**src/rtl/arm_dp_pkg.sv**
```systemverilog
// Shared datapath constants for the ARM-style register file.
package arm_dp_pkg;

  localparam int DEF_DATA_W = 32;
  localparam int REG_SP     = 13;
  localparam int REG_LR     = 14;
  localparam int REG_PC     = 15;

  typedef logic [3:0] reg_addr_t;

endpackage

```
**src/rtl/arm_regfile_gen_if.sv**
```systemverilog
// Register-file access bundle: one write port, link/PC controls, two read ports and the PC view.
interface arm_regfile_gen_if #(
  parameter int DATA_W = 32,
  parameter int ADDR_W = 4
);
  logic              wa_en;
  logic [ADDR_W-1:0] wa_addr;
  logic [DATA_W-1:0] wa_data;
  logic              lr_wr;
  logic              pc_en;
  logic [ADDR_W-1:0] ra_addr;
  logic [ADDR_W-1:0] rb_addr;
  logic [DATA_W-1:0] ra_data;
  logic [DATA_W-1:0] rb_data;
  logic [DATA_W-1:0] pc_out;

  modport master (
    output wa_en, wa_addr, wa_data, lr_wr, pc_en, ra_addr, rb_addr,
    input  ra_data, rb_data, pc_out
  );

  modport slave (
    input  wa_en, wa_addr, wa_data, lr_wr, pc_en, ra_addr, rb_addr,
    output ra_data, rb_data, pc_out
  );
endinterface

```
**src/rtl/arm_regfile_gen_reg_cell.sv**
```systemverilog
// Single architectural register: synchronous clear to RST_VAL, load on LE.
module reg_cell #(
  parameter int                DATA_W  = 32,
  parameter logic [DATA_W-1:0] RST_VAL = '0
) (
  input  logic              Clk,
  input  logic              Clr,
  input  logic              LE,
  input  logic [DATA_W-1:0] D,
  output logic [DATA_W-1:0] Q
);
  logic [DATA_W-1:0] q_q;

  always_ff @(posedge Clk) begin
    if (Clr)     q_q <= RST_VAL;
    else if (LE) q_q <= D;
  end

  assign Q = q_q;
endmodule

```
**src/rtl/arm_regfile_gen.sv**
```systemverilog
// Generic register file with self-incrementing PC (R15) and BL link write (R14).
// Define ARM_REGFILE_BYPASS_EN to forward same-cycle writes onto the read ports.
module arm_regfile_gen
  import arm_dp_pkg::*;
#(
  parameter int                DATA_W   = 32,
  parameter int                NUM_REGS = 16,
  parameter int                ADDR_W   = 4,
  parameter int                PC_INC   = 4,
  parameter logic [DATA_W-1:0] PC_RESET = '0
) (
  input  logic             Clk,
  input  logic             Clr,
  arm_regfile_gen_if.slave bus
);
  logic [NUM_REGS-1:0][DATA_W-1:0] regs_q;
  logic [NUM_REGS-1:0][DATA_W-1:0] regs_d;
  logic [NUM_REGS-1:0]             le;
  logic [NUM_REGS-1:0]             wa_hit;
  logic [DATA_W-1:0]               pc_q;
  logic [DATA_W-1:0]               ra_c, rb_c;

  assign pc_q = regs_q[REG_PC];

  // One-hot decode of the write port; out-of-range addresses hit nothing.
  always_comb begin
    wa_hit = '0;
    for (int k = 0; k < NUM_REGS; k++)
      wa_hit[k] = bus.wa_en && (bus.wa_addr == ADDR_W'(k));
  end

  for (genvar i = 0; i < NUM_REGS; i++) begin : g_reg
    if (i == REG_PC) begin : g_pc
      // A branch target beats the increment.
      assign le[i]     = wa_hit[i] | bus.pc_en;
      assign regs_d[i] = wa_hit[i] ? bus.wa_data : pc_q + DATA_W'(PC_INC);
    end else if (i == REG_LR) begin : g_lr
      // Link captures the pre-increment PC; an explicit write wins.
      assign le[i]     = wa_hit[i] | bus.lr_wr;
      assign regs_d[i] = wa_hit[i] ? bus.wa_data : pc_q;
    end else begin : g_gp
      assign le[i]     = wa_hit[i];
      assign regs_d[i] = bus.wa_data;
    end

    reg_cell #(
      .DATA_W  (DATA_W),
      .RST_VAL ((i == REG_PC) ? PC_RESET : '0)
    ) u_cell (
      .Clk (Clk),
      .Clr (Clr),
      .LE  (le[i]),
      .D   (regs_d[i]),
      .Q   (regs_q[i])
    );
  end

  function automatic logic [DATA_W-1:0] rd_mux(
    input logic [ADDR_W-1:0]                 a,
    input logic [NUM_REGS-1:0][DATA_W-1:0] st
  );
    rd_mux = '0;
    for (int k = 0; k < NUM_REGS; k++)
      if (a == ADDR_W'(k)) rd_mux = st[k];
  endfunction

`ifdef ARM_REGFILE_BYPASS_EN
  logic wr_fwd, lr_fwd;
  assign wr_fwd = |wa_hit;
  assign lr_fwd = bus.lr_wr && !wa_hit[REG_LR];
`endif

  always_comb begin
    ra_c = rd_mux(bus.ra_addr, regs_q);
    rb_c = rd_mux(bus.rb_addr, regs_q);
`ifdef ARM_REGFILE_BYPASS_EN
    // The PC increment is deliberately not forwarded; only explicit writes are.
    if (!Clr) begin
      if (lr_fwd && bus.ra_addr == ADDR_W'(REG_LR))   ra_c = pc_q;
      if (lr_fwd && bus.rb_addr == ADDR_W'(REG_LR))   rb_c = pc_q;
      if (wr_fwd && bus.ra_addr == bus.wa_addr)       ra_c = bus.wa_data;
      if (wr_fwd && bus.rb_addr == bus.wa_addr)       rb_c = bus.wa_data;
    end
`endif
  end

  assign bus.ra_data = ra_c;
  assign bus.rb_data = rb_c;
  assign bus.pc_out  = pc_q;
endmodule

```
**src/flat_wrapper.sv**
```systemverilog
// flat-port wrapper written by rule: the top's interface ports become plain ports
module arm_regfile_gen_flat import arm_dp_pkg::*;
#(
  parameter int                DATA_W   = 32,
  parameter int                NUM_REGS = 16,
  parameter int                ADDR_W   = 4,
  parameter int                PC_INC   = 4,
  parameter logic [DATA_W-1:0] PC_RESET = '0
)
  (Clk, Clr, bus_wa_en, bus_wa_addr, bus_wa_data, bus_lr_wr, bus_pc_en, bus_ra_addr, bus_rb_addr, bus_ra_data, bus_rb_data, bus_pc_out);
  arm_regfile_gen_if #(.DATA_W(DATA_W), .ADDR_W(ADDR_W)) bus_i ();
  input  logic Clk;
  input  logic Clr;
  input wire logic [$bits(bus_i.wa_en)-1:0] bus_wa_en;
  input wire logic [$bits(bus_i.wa_addr)-1:0] bus_wa_addr;
  input wire logic [$bits(bus_i.wa_data)-1:0] bus_wa_data;
  input wire logic [$bits(bus_i.lr_wr)-1:0] bus_lr_wr;
  input wire logic [$bits(bus_i.pc_en)-1:0] bus_pc_en;
  input wire logic [$bits(bus_i.ra_addr)-1:0] bus_ra_addr;
  input wire logic [$bits(bus_i.rb_addr)-1:0] bus_rb_addr;
  output wire logic [$bits(bus_i.ra_data)-1:0] bus_ra_data;
  output wire logic [$bits(bus_i.rb_data)-1:0] bus_rb_data;
  output wire logic [$bits(bus_i.pc_out)-1:0] bus_pc_out;
  assign bus_i.wa_en = bus_wa_en;
  assign bus_i.wa_addr = bus_wa_addr;
  assign bus_i.wa_data = bus_wa_data;
  assign bus_i.lr_wr = bus_lr_wr;
  assign bus_i.pc_en = bus_pc_en;
  assign bus_i.ra_addr = bus_ra_addr;
  assign bus_i.rb_addr = bus_rb_addr;
  assign bus_ra_data = bus_i.ra_data;
  assign bus_rb_data = bus_i.rb_data;
  assign bus_pc_out = bus_i.pc_out;
  arm_regfile_gen #(.DATA_W(DATA_W), .NUM_REGS(NUM_REGS), .ADDR_W(ADDR_W), .PC_INC(PC_INC), .PC_RESET(PC_RESET)) u_core (.Clk(Clk), .Clr(Clr), .bus(bus_i));
endmodule
```
**config.mk**
```make
export PLATFORM = sky130hd
export DESIGN_NAME = arm_regfile_gen_flat
export DESIGN_NICKNAME = d
export VERILOG_FILES = /design/src/rtl/arm_dp_pkg.sv /design/src/rtl/arm_regfile_gen_if.sv /design/src/rtl/arm_regfile_gen_reg_cell.sv /design/src/rtl/arm_regfile_gen.sv /design/src/flat_wrapper.sv
export SDC_FILE = /design/constraint.sdc
export NUM_CORES = 1
export LEC_CHECK = 0
export CAP_MARGIN = 20
export CORE_MARGIN = 4
export CORE_UTILIZATION = 30
export CTS_BUF_LIST = sky130_fd_sc_hd__clkbuf_2
export DETAILED_ROUTE_END_ITERATION = 10
export MAX_ROUTING_LAYER = met4
export PLACE_DENSITY_LB_ADDON = 0.05
export SYNTH_ARGS = -nofsm -noshare
export SYNTH_HDL_FRONTEND = slang
export SYNTH_HIERARCHICAL = 1
export SYNTH_SLANG_ARGS = --single-unit
```
**constraint.sdc**
```tcl
create_clock -name Clk -period 6.3 [get_ports Clk]
set_clock_uncertainty 0.1 [all_clocks]
set_input_delay 1.26 -clock Clk [delete_from_list [all_inputs] [get_ports Clk]]
set_output_delay 1.26 -clock Clk [all_outputs]
set_load 0.05 [all_outputs]
```
Word-level counts from Yosys, hierarchy flattened:

Cells that the tools add are included.

* flip-flop bits (word level): 512
* input port bits: 49
* output and inout port bits: 96
* logic and storage cells: 117

* add/subtract/negate cells: 1
* equality and inequality tests: 45
* multiplexer cells: 34
* bitwise gates (word level): 2
* reduce and logical (&&, ||, !) cells: 19

Operators by type and width (count)
* 32-bit 2-to-1 mux: 34
* 4-bit == test, second input constant: 24
* 4-bit by 3-bit == test with 1-bit output, second input constant: 12
* 32-bit by 3-bit adder with 32-bit output, second input constant: 1
* 4-bit by 2-bit == test with 1-bit output, second input constant: 6
* 1-bit logical AND: 16
* 4-bit by 1-bit == test with 1-bit output, second input constant: 3
* 4-bit zero test: 3
* 1-bit OR: 2

Logic depth before layout (Yosys ltp):

* depth after elaboration: 17
* gate-level depth with buffers: 9
* gate-level depth less buffers: 8

Modules after synthesis:

The synthesis kept the hierarchy.

Modules (own cells, without submodules)
* reg_cell: times used 16, cells each 103, area each 1163.6 um2, sequential area each 640.6 um2
* arm_regfile_gen: times used 1, cells each 1730, area each 11916.4 um2, sequential area each 0.0 um2

Least setup slack after synthesis:

OpenSTA, ideal clock, no wires.

* path kind: input to output
* start point: input bus_ra_addr[2]
* end point: output bus_ra_data[6]
* data arrival time: 3510 ps
* data required time: 4940 ps
* setup slack: 1430 ps
* stages: 7
* buffers on the path: 3
* cells stage by stage: buf_4 > buf_6 > buf_2 > mux2i_1 > nor4bb_1 > o211ai_1 > a222oi_1

* cells in the longest elaborated chain, start to end: 17
* elaborated cells on any way between the ends: 32
* those cells by class: eq/ne: 15; mux: 16; reduce/logical: 1

RTL lines
* start, declared: RTL line flat_wrapper.sv:19 `input wire logic [$bits(bus_i.ra_addr)-1:0] bus_ra_addr;`
* 4-bit zero test: RTL line arm_regfile_gen.sv:64 `if (a == ADDR_W'(k)) rd_mux = st[k];`
* 32-bit 2-to-1 mux (15 in series): RTL line arm_regfile_gen.sv:64
* 32-bit 2-to-1 mux (*): RTL line arm_regfile_gen.sv:64
* end, declared: RTL line flat_wrapper.sv:21 `output wire logic [$bits(bus_i.ra_data)-1:0] bus_ra_data;`

Mark *: on every way between the ends. The rest lies on a longest branch, timed or not.

Final worst setup path:

* start point: input bus_ra_addr[1]
* end point: output bus_ra_data[15]

The elaborated chain is that of the path after synthesis.

==> impl_metrics.json <==
{
  "cap_violations": 0,
  "cts_setup_buffers": 0,
  "crit_buf_inv": 3,
  "syn2layout_area_growth_pct": 13.0,
  "clock-root-buffer": "clkbuf_2",
  "placed_area_um2": 33000,
  "ys_seq_area_share_pct": 33.6,
  "die_w_um": 327,
  "critical-path-top-delay-family": "buffers and inverters",
  "largest_register_ff_count": 512,
  "firstDrtPassIters": 7,
  "drtAntennaViolNets": 0,
  "slew_headroom_pct": 21.6,
  "synthDistinctLibCells": 82,
  "syn_inst": 3378,
  "grt-ovfl-total": 0,
  "place_inst": 4723,
  "hold_viol_final": 0,
  "holdBufCountCts": 0,
  "grt_util_met2_pct": 46.0,
  "grt_use_met1_pct": 38.1,
  "crit_fanout": 44,
  "numCtsBuffers": 156,
  "outcome": "complete, no violations",
  "grt.met3_usage_pct": 5.24,
  "yosysTopAreaCell": "dfxtp_1",
  "layoutNonFillerInstCount": 5006,
  "grt_pass1_wl_um": 221000,
  "cp_slowest_stage_delay_ns": 0.67,
  "start_util_pct": 30.4,
  "cts_sinks": 512,
  "setup_tns_ns": 0,
  "rows": 116,
  "power_density_nw_per_um2": 219,
  "endpoint_kind": "output pin",
  "fp.coreArea_um2": 101000,
  "grt_max_degree": 182,
  "period_needed_ns": 5.69,
  "cts_tree": "yes",
  "ys_ff_latch": 512,
  "path_cells": "buf_6 > buf_4 > nand3b_1 > nor2_2 > a222oi_1 > a22o_1 > a21oi_1 > buf_4",
  "fin_area_um2": 34500,
  "path_class": "input pin to output pin",
  "synth_fp_nets": 3428,
  "slew_violations": 0,
  "worst_pin_slew_ns": 1.18,
  "grt_pass1_vias": 28266,
  "clockBufferDepth": 3,
  "synth_top_area_share_pct": 33.6,
  "place.port_buffers": 144,
  "min_period_over_period_pct": 90.3,
  "via_per_inst": 5.85,
  "place.gp.congestion": 0.936,
  "die-area_um2": 107000,
  "ys_warn_count": 6,
  "drive_above_1_share_pct": 18.3,
  "die_y_um": 327,
  "synth_area_leaders": "dfxtp_1, mux2i_1, nor2_1",
  "grt_setup_unrepaired": "no",
  "arrival_ns": 4.33,
  "drt_iter0_drc": 3343,
  "cts_resized": 0,
  "clk_transition_reported_paths_ns": 0.09,
  "syn_area_um2": 30500,
  "synth_most_common_cell": "mux2i_1",
  "syn_area_per_cell_um2": 9.04,
  "critPathSlowestCell": "nor2_2",
  "drc_errors": 0,
  "vdd_drop_max_mv": 0.115,
  "cts_max_level": 4,
  "critPathRequiredTime_ns": 4.94,
  "synth-async-reset-ratio_pct": 0,
  "io_pins": 145,
  "setup_viol": 0,
  "crit_top_cell": "buf_4",
  "synth_common_cells": "mux2i_1, nor2_1, dfxtp_1",
  "totalWireLength_um": 160000,
  "synth_ff_type": "dfxtp_1",
  "wl_per_cell_um": 31.9,
  "synth_edf_count": 0,
  "antenna_found_initial": 7,
  "grtUsageTotal_pct": 29.7,
  "totalPowerFinal_mw": 7.56,
  "critPathLaunchType": "input pin",
  "p_leak_nw": 12.4,
  "post-dp-hpwl_um": 105000,
  "hp-class": "input pin to register",
  "clk_latency_ns": 1.45,
  "via_count": 29287,
  "fin_nets": 3574,
  "fmax_mhz": 176,
  "grt.busiest_layer": "met2"
}
[cells in the final DEF (no fill, tap or decap), types with 53 or more instances in the layout]
master           netlist  routed
a21oi_1              187     187
buf_4                 39     177
clkbuf_2               3     225
clkdlybuf4s50_1        0      71
dfxtp_1              512     512
mux2_2               105     105
mux2i_1              639     639
nand2_1              136     136
nor2_1               615     603
o21ai_0              197     197
o22ai_1               53      53
[logic make-up after synthesis]
logic type / after synthesis / synth area share [%]
AO/OA/AOI/OAI: 758 / 16.3
adder cells (fa/ha/maj): 1 / 0.0410
flip-flops: 512 / 33.6
XOR/XNOR: 28 / 0.803
AND/OR/NAND/NOR: 976 / 14.1
multiplexers: 774 / 27.0
buffers and inverters: 329 / 8.20
[stage by stage]
stage | util, % | setup WS [ns] | hold WS, ns
finish | 34.3 | 0.612 | 0.174
global route | 34.3 | 0.633 | 0.0669
CTS | 34.3 | 0.700 | 0.0198
detailed placement | 32.8 | 0.697 | 0.398
global placement | 32.8 | 0.742 | 0.387
floorplan | - | 1.43 | 0.360
[path summary, 6_finish.rpt]
check / from / to / slack (ns) / cells past startpoint
worst max-delay path: bus_ra_addr[1] / bus_ra_data[15] / 0.61 / 8
worst min-delay path: Clr / u_core/g_reg[2].u_cell/Q[10] / 0.17 / 2
worst max register to register: u_core/g_reg[15].u_cell/Q[14] / u_core/g_reg[15].u_cell/Q[21] / 3.32 / 7
worst min register to register: u_core/g_reg[5].u_cell/Q[15] / u_core/g_reg[5].u_cell/Q[15] / 0.42 / 2
[routing by layer]
| metal | wire length (um) | up-vias |
|---|---|---|
| li1 | - | 12644 |
| met1 | 69400 | 14699 |
| met2 | 72300 | 1560 |
| met3 | 11100 | 384 |
| met4 | 7110 | 0 |
| met5 | 0 | - |
[power by group]
part	internal [mW]	leakage, nW	switching [mW]
Combinational	0.433	7.12	0.929
Clock	1.21	1.10	1.67
Sequential	3.28	4.13	0.0500
[cell type report]
class,instances,area [um2]
tap,1357,1700
antenna,12,30.0
fill,10511,66100
clock inverter,46,362
timing repair buffer,302,3080
multi-input combinational,2537,17900
clock buffer,225,1130
sequential,512,10200
inverter,15,56.3
(Power assumes the default switching activity.)
